File: src/rtl/axis_stream_checker_pkg.sv
// noc_test_pkg: shared types for the NoC test-harness sink.
//   err_bit_e   - bit positions inside err_flags
//   chk_state_e - packet checker FSM states
//   Header layout: sequence in [COUNT_WIDTH-1:0], length in the next HDR_LEN_W bits.
package noc_test_pkg;

  typedef enum logic [2:0] {
    ERR_SEQ   = 3'd0,
    ERR_DEST  = 3'd1,
    ERR_LEN   = 3'd2,
    ERR_INTLV = 3'd3,
    ERR_FIDX  = 3'd4
  } err_bit_e;

  typedef enum logic {
    HDR  = 1'b0,
    BODY = 1'b1
  } chk_state_e;

  localparam int HDR_SEQ_LSB = 0;
  localparam int HDR_LEN_W   = 8;
  localparam int ERR_W       = 5;

endpackage

File: src/rtl/axis_stream_checker_lfsr.sv
// axis_lfsr_ready: random backpressure generator.
//   clk, rst    - clock, synchronous active-high reset
//   i_thresh    - ready probability = i_thresh/256; >= 256 means always ready
//   o_ready     - registered ready, independent of the stream's tvalid
// 16-bit Galois LFSR, polynomial x^16+x^14+x^13+x^11+1, steps every cycle.
module axis_lfsr_ready #(
  parameter logic [15:0] LFSR_SEED = 16'hACE1
) (
  input  logic       clk,
  input  logic       rst,
  input  logic [8:0] i_thresh,
  output logic       o_ready
);
  import noc_test_pkg::*;

  logic [15:0] r_lfsr;
  logic        r_ready;
  logic [15:0] w_lfsr_nxt;

  // Right-shifting Galois form: feedback mask 0xB400 encodes taps 16,14,13,11.
  assign w_lfsr_nxt = {1'b0, r_lfsr[15:1]} ^ (r_lfsr[0] ? 16'hB400 : 16'h0000);

  always_ff @(posedge clk) begin
    if (rst) begin
      r_lfsr  <= LFSR_SEED;
      r_ready <= 1'b0;
    end else begin
      r_lfsr  <= w_lfsr_nxt;
      r_ready <= ({1'b0, r_lfsr[7:0]} < i_thresh);
    end
  end

  assign o_ready = r_ready;
endmodule

File: config.mk
export PLATFORM = sky130hd
export DESIGN_NAME = axis_lfsr_ready
export DESIGN_NICKNAME = d
export VERILOG_FILES = /design/src/rtl/axis_stream_checker_pkg.sv /design/src/rtl/axis_stream_checker_lfsr.sv
export SDC_FILE = /design/constraint.sdc
export NUM_CORES = 1
export LEC_CHECK = 0
export CAP_MARGIN = 20
export CORE_UTILIZATION = 48
export CTS_BUF_LIST = sky130_fd_sc_hd__clkbuf_16
export CTS_CLUSTER_DIAMETER = 120
export DETAILED_ROUTE_END_ITERATION = 6
export PLACE_DENSITY = 0.82
export SETUP_SLACK_MARGIN = 0.02
export SLEW_MARGIN = 20
export SYNTH_ARGS = -nofsm -noshare
export SYNTH_HDL_FRONTEND = slang
export SYNTH_SLANG_ARGS = --single-unit
File: constraint.sdc
create_clock -name clk -period 1.53 [get_ports clk]
set_clock_uncertainty 0.1 [all_clocks]
set_input_delay 0.3825 -clock clk [delete_from_list [all_inputs] [get_ports clk]]
set_output_delay 0.3825 -clock clk [all_outputs]
set_load 0.005 [all_outputs]
* Yosys cells after proc, flatten, opt, wreduce, memory -nomap -nowiden *
Cells that the tools add are included.

storage, ports and cells
  register bits = 17
  input port bits = 11
  output and inout bits = 1
  word-level logic and storage cells = 5

operators by class
  magnitude comparators = 1
  mux-type cells = 1
  bitwise operators = 1

operators with widths
  kind            count
  $mux 16         1
  $xor 15x16->16  1
  $lt 8x9->1      1

* Logic depth before layout (Yosys ltp) *
Gate-level depths: netlist (run 1).

  word-level depth = 2
  mapped depth = 5
  depth with buffers taken out = 5

* Least setup slack after synthesis (run 1) *
No wires, ideal clock.

  kind = input to register
  from = in i_thresh[2]
  to = reg r_ready (netlist: o_ready)
  library setup time = 0.103 ns
  arrival = 1.262 ns
  required time = 1.327 ns
  setup slack = 0.064 ns
  stages on the path = 5
  buffers on the path = 0
  cells stage by stage = inv_1 -> ha_1 -> a211oi_2 -> o211ai_1 -> a2111oi_2

on the way
  longest elaborated chain between the ends = 1

RTL lines
  item                  line                            source
  from (decl)           axis_stream_checker_lfsr.sv:11  input logic [8:0] i_thresh,
  $lt 8x9->1            axis_stream_checker_lfsr.sv:29  r_ready <= ({1'b0, r_lfsr[7:0]} < i_thresh);
  to (signal assigned)  axis_stream_checker_lfsr.sv:29
  to (decl)             axis_stream_checker_lfsr.sv:17  logic r_ready;

No other way between the ends.
A chain may end at the register's enable or synchronous reset.

* Worst setup path after layout (run 1) *
Ends and elaborated chain as after synthesis.

==> results of run 1 <==
==> logic make-up (layout without fill, tap and decap cells) <==
logic type               Yosys count  in the layout
AND/OR/NAND/NOR                   22             22
AO/OA/AOI/OAI                      6              6
adder cells (fa/ha/maj)            7              7
flip-flops                        17             17
buffers and inverters              9             28
XOR/XNOR                           3              3
==> worst max path at each step <==
| stage | slack, ns | depth (start not counted) | end | from |
|---|---|---|---|---|
| 6_report | 0.06 | 6 | o_ready$_SDFF_PP0_ | i_thresh[2] |
| 3_5_place_dp | -0.48 | 6 | o_ready$_SDFF_PP0_ | i_thresh[2] |
| 4_1_cts | 0.008 | 5 | o_ready$_SDFF_PP0_ | i_thresh[7] |
| 2_1_floorplan | 0.06 | 5 | o_ready$_SDFF_PP0_ | i_thresh[2] |
| 3_3_place_gp | -0.43 | 6 | o_ready$_SDFF_PP0_ | i_thresh[2] |
| 5_1_grt | -0.01 | 6 | o_ready$_SDFF_PP0_ | i_thresh[1] |
==> critical path: cells and delay by family <==
kind,cells,cell delay [ns]
AOI/OAI and AO/OA,3,0.64
adders and majority gates,1,0.19
buffers and inverters,2,0.29
==> repair_timing <==
| item | 4_1_cts | 5_1_grt |
|---|---|---|
| setup endpoints to repair | 2 | 1 |
| resized for setup | 17 | 6 |
| pin swaps | 12 | 5 |
| buffers inserted | 1 | 0 |
==> registers in the layout, summed over array words and instances (netlist names) <==
register	count
o_ready	1
r_lfsr	16
==> power by group <==
group	internal [mW]	leakage [nW]	switching [mW]	total [mW]
combinational	0.0861	0.249	0.0577	0.144
sequential	0.476	0.142	0.0175	0.493
clock	0.346	0.0423	0.157	0.503
total	0.908	0.433	0.232	1.14
==> cells in the final DEF, fill, tap and decap left out <==
cell / n
a21oi_2: 2
o211ai_1: 1
or2_2: 6
nand2_1: 2
a211oi_2: 1
nor3b_2: 1
o21ai_2: 1
clkbuf_16: 3
dlymetal6s2s_1: 2
ha_4: 4
dlygate4sd2_1: 6
nand4b_1: 1
inv_2: 4
dfxtp_1: 17
nand2b_1: 2
ha_2: 2
clkdlybuf4s50_1: 3
nor2b_1: 9
buf_4: 5
inv_1: 5
a2111oi_2: 1
xnor2_1: 3
nor2_1: 1
ha_1: 1
==> layer usage <==
metal / up-vias / share of wire (%)
met5: - / 0
met4: 0 / 2.9
met3: 5 / 4.4
met2: 11 / 49
met1: 206 / 43
li1: 243 / -
==> area by class of cell <==
type / count / area (sq um) / share of cell area [%]
Clock buffer: 3 / 75.07 / 7.643
Clock inverter: 1 / 3.754 / 0.3822
Inverter: 8 / 30.03 / 3.057
Multi-Input combinational cell: 38 / 369.1 / 37.58
Sequential cell: 17 / 340.3 / 34.65
Tap cell: 15 / 18.77 / 1.911
Timing Repair Buffer: 16 / 145.1 / 14.78
==> synthesized netlist by cell type (all sizes together) <==
cell      n
a21oi     2
o211ai    1
a2111oi   1
nor3b     1
o21ai     1
a211oi    1
nor2      1
or2       6
clkbuf    1
nand2b    2
xnor2     3
dfxtp    17
inv       8
nand4b    1
nor2b     9
ha        7
nand2     2
==> flow_summary.json, run 1 <==
{
  "grt_max_degree": 10,
  "drt_iter0_drc": 0,
  "slowest_delay_ns": 0.33,
  "worstRegToRegCells": 4,
  "die_h_um": 39.42,
  "placed_cell_area_sq_um": 827.0,
  "dp_hpwl_um": 759.9,
  "layout-drive-gt1-share_pct": 36.14,
  "synth_top_area_share_pct": 50.65,
  "synth_cells": 64,
  "holdPathStages": 1,
  "critical_path.max_fanout": 2,
  "yosysWarnings": 0,
  "antenna_cells": 0,
  "ys_ff_latch": 17,
  "max_cap_viol_count": 0,
  "outcome": "finished, final reports clean",
  "firstDrtPassIters": 1,
  "core_area_sq_um": 1301,
  "r2r-start": "r_lfsr[2]$_SDFF_PP0_",
  "synthMuxAreaShare_pct": 0,
  "min-delay-start": "r_lfsr[8]$_SDFF_PP0_",
  "clkTransAtPathRegs_ns": 0.05,
  "initial_core_util_pct": 51.63,
  "design_area_sq_um": 982.2,
  "dieArea_sq_um": 1554,
  "avgSynthCellArea_sq_um": 10.50,
  "finalMaxSlewViolations": 0,
  "final_hold_viol_count": 0,
  "place_congestion": 0.5881,
  "grt-ovfl-total": 0,
  "die_w_um": 39.42,
  "critical_path_class": "input pin to flop",
  "cts.sinks": 17,
  "synth-xor-area-share_pct": 3.911,
  "fmax_ghz": 0.6784,
  "ctsHoldBuffers": 0,
  "worstPathRequired_ns": 1.57,
  "synth_compound_area_share_pct": 7.449,
  "end_kind": "flop",
  "path_cells": "dlygate4sd2_1 -> inv_2 -> ha_4 -> a211oi_2 -> o211ai_1 -> a2111oi_2",
  "cts_tree": "built",
  "use_met3_pct": 8.523,
  "clock_latency_ns": 0.25,
  "synth_area_sq_um": 671.9,
  "nets": 102,
  "synthSimpleGateAreaFrac_pct": 19.93,
  "grt_util_met1_pct": 22.46,
  "setup_viol": 0,
  "fin_crit_sh_pct": 96.35,
  "crit_arrival_ns": 1.51,
  "stdcell_count": 98,
  "antenna_left": 0,
  "p_total_mw": 1.140,
  "drc": 0,
  "hp-class": "flop to flop",
  "clockBufferDepth": 2,
  "cts_buffers": 3,
  "min_to": "r_lfsr[7]$_SDFF_PP1_",
  "ir_drop_uv": 902.5,
  "rows": 13,
  "start_kind": "input pin",
  "ys_types": 17,
  "vias_per_cell": 4.745,
  "top_usage_layer": "met2",
  "ys_seq_area_share_pct": 50.65,
  "synthAdderAreaFrac_pct": 13.04,
  "rr_endpoint": "o_ready$_SDFF_PP0_",
  "power.density_nw_per_um2": 1161,
  "min_period_ns": 1.474,
  "grt_pass1_wl_um": 1973,
  "port_buffers": 11,
  "syn_nets": 82,
  "antenna_found_initial": 0,
  "fin_tns_setup_ns": 0,
  "routed_wirelength_um": 1354,
  "syn2layout_area_growth_pct": 46.18,
  "synth_top_family_by_area": "simple AND/OR/NAND/NOR gates",
  "hold_slack_ns": 0.3039,
  "io_pins": 12,
  "num_vias": 465,
  "rrSetupSlack_ns": 0.10,
  "wl_per_cell_um": 13.82,
  "crit_slowest_cell": "a2111oi_2",
  "fillers": 87,
  "use_met2_pct": 35.25,
  "grt_usage_pct": 21.40,
  "post-place-ws_ns": -0.4800,
  "yosys-top-cells-area": "dfxtp_1, ha_1, nor2b_1, or2_2, inv_1",
  "layout_setup_ws_ns": 0.05592,
  "place_inst": 93,
  "worstMarginPinSlew_ns": 0.2847,
  "cts-root-buf": "clkbuf_16",
  "relSlewSlack_pct": 80.98,
  "final_util_pct": 75.48,
  "synth_top_area_cell": "dfxtp_1",
  "p_leak_nw": 0.4333,
  "grt_pass1_vias": 452,
  "cts_max_level": 1
}
(Power assumes the default switching activity.)
==> run 2: changes to the inputs <==
GPL_ROUTABILITY_DRIVEN = 0   (was default)
TNS_END_PERCENT = 20   (was default)
==> results of run 2 <==
No change in the layout: final DEF, timing and power equal those of run 1.
==> run 3: changes to the inputs <==
CORE_AREA = 2 2 39 41   (was default)
CORE_UTILIZATION = default   (was 48)
CTS_BUF_LIST = sky130_fd_sc_hd__clkbuf_8 sky130_fd_sc_hd__clkbuf_16   (was sky130_fd_sc_hd__clkbuf_16)
DIE_AREA = 0 0 41 43   (was default)
DONT_BUFFER_PORTS = 1   (was default)
GPL_ROUTABILITY_DRIVEN = default   (was 0)
PLACE_DENSITY = 0.73   (was 0.82)
==> run 3 against run 2 <==
Against the previous run:
- final cell count is 15% lower
- worst setup slack better by 0.086 ns
- maximum frequency is 6.2% higher
- cell area is 24% lower
- utilization is 21 points lower
- wire length is 30% lower
- register-to-register slack better by 0.04 ns
- hold slack worse by 0.21 ns
- total power is 21% lower
- critical path depth is 2 lower
- flip-flop and latch count stayed put
- largest power group is now sequential cells
==> flow_summary.json, run 3 (synthesis results as in run 1) <==
{
  "outcome": "finished, final reports clean",
  "place_inst": 79,
  "drt_iter0_drc": 1,
  "regMostFlops": "r_lfsr",
  "startpoint": "r_lfsr[2]$_SDFF_PP0_",
  "hp-class": "input pin to flop",
  "nets": 86,
  "initial_core_util_pct": 48.55,
  "layout-drive-gt1-share_pct": 19.40,
  "fillers": 131,
  "grt_pass1_wl_um": 1600,
  "antenna_cells": 0,
  "rsz0062_at_grt": "no",
  "fmax_ghz": 0.7203,
  "stdcell_count": 83,
  "clkTransAtPathRegs_ns": 0.07,
  "io_pins": 12,
  "fin_tns_setup_ns": 0,
  "drc": 0,
  "power.density_nw_per_um2": 1206,
  "relSlewSlack_pct": 82.51,
  "critical_path_class": "flop to flop",
  "crit_slowest_cell": "dfxtp_1",
  "clock_latency_ns": 0.25,
  "ir_drop_uv": 621.6,
  "largest_reg_flops": 16,
  "worstMarginPinSlew_ns": 0.2620,
  "grt_max_degree": 18,
  "slowest_delay_ns": 0.37,
  "grt-ovfl-total": 0,
  "final_common_cell": "dfxtp_1",
  "cts.sinks": 17,
  "fin_crit_sh_pct": 90.74,
  "final_hold_viol_count": 0,
  "cts_buffers": 3,
  "cts-root-buf": "clkbuf_8",
  "min-delay-start": "rst",
  "finalMaxSlewViolations": 0,
  "port_buffers": 0,
  "antenna_left": 0,
  "dieArea_sq_um": 1763,
  "seq_area_sq_um": 340.3,
  "grt_usage_pct": 13.81,
  "end_kind": "flop",
  "max_cap_viol_count": 0,
  "rows": 14,
  "placed_cell_area_sq_um": 688.2,
  "path_cells": "ha_4 -> a211oi_2 -> o211ai_1 -> a2111oi_2",
  "min_period_ns": 1.388,
  "multi_input_area_sq_um": 310.3,
  "die_w_um": 41,
  "design_area_sq_um": 749.5,
  "p_leak_nw": 0.3216,
  "num_vias": 405,
  "clockBufferDepth": 2,
  "die_h_um": 43,
  "antenna_found_initial": 0,
  "cts_tree": "built",
  "routed_wirelength_um": 951,
  "start_kind": "flop",
  "crit_arrival_ns": 1.44,
  "wl_per_cell_um": 11.46,
  "core_area_sq_um": 1384,
  "setup_viol": 0,
  "final_cell_mix": "dfxtp_1, nor2b_1, inv_1",
  "worstPathRequired_ns": 1.58,
  "vias_per_cell": 4.880,
  "final_util_pct": 54.16,
  "place_congestion": 0.6338,
  "firstDrtPassIters": 4,
  "critical_path.max_fanout": 2,
  "cts_max_level": 1,
  "grt_pass1_vias": 414,
  "dp_hpwl_um": 673,
  "syn2layout_area_growth_pct": 11.55,
  "r2r-start": "r_lfsr[2]$_SDFF_PP0_"
}
run 3: cell count changes in the layout (fill, tap and decap cells not counted), moves of 2 or more:
cell | previous run | this run
dlygate4sd2_1 | 6 | 0
buf_4 | 5 | 0
ha_1 | 1 | 6
inv_2 | 4 | 0
clkbuf_16 | 3 | 0
clkbuf_8 | 0 | 3
clkdlybuf4s50_1 | 3 | 0
ha_4 | 4 | 1
inv_1 | 5 | 8
a21oi_1 | 0 | 2
a21oi_2 | 2 | 0
dlymetal6s2s_1 | 2 | 0
ha_2 | 2 | 0
run 3: final timing paths:
path	endpoint	slack, ns	depth (start not counted)
setup / recovery	o_ready$_SDFF_PP0_	0.14	4
hold / removal	o_ready$_SDFF_PP0_	0.09	1
setup reg to reg	o_ready$_SDFF_PP0_	0.14	4
hold reg to reg	r_lfsr[11]$_SDFF_PP1_	0.32	1
run 3: layout make-up:
cell class | count | area share (%)
tap | 16 | 2.671
clock inverter | 1 | 1.002
clock buffer | 3 | 5.509
multi-input combinational | 38 | 41.40
inverter | 8 | 4.007
sequential | 17 | 45.41
run 3: per-stage QoR:
stage	power [mW]	hold WS (ns)	setup slack, ns
final	0.9037	0.09302	0.1417
after global routing	0.9504	0.07949	0.02732
after CTS	0.9179	0.08367	0.06765
after detailed placement	0.5728	0.2987	-0.04501
after global placement	0.5699	0.2966	0.02836
after floorplan	0.5603	0.2895	0.06410
run 3: power by group:
part | internal, mW | switching [mW] | total [mW]
Sequential | 0.474 | 0.0142 | 0.488
Combinational | 0.0455 | 0.0318 | 0.0773
Clock | 0.183 | 0.155 | 0.338
run 3: per-layer routing:
layer	global-route usage [%]	wire length, um	vias up
li1	-	-	209
met1	16.00	435	185
met2	20.63	441	11
met3	8.377	74	0
met4	4.000	0	0
met5	0	0	-
run 3: timing repair:
item | in CTS | in global routing
hold buffers | 0 | 0
gates resized for setup | 0 | 1
setup buffers | 0 | 0
endpoints found under the setup margin | 0 | 1
endpoints found under the hold margin | 0 | 0
run 3: worst max-delay path: cells and delay by family, from the launching register on:
kind | cells | cell delay (ns)
compound gates | 3 | 0.60
flops | 1 | 0.37
fa+ha+maj | 1 | 0.22
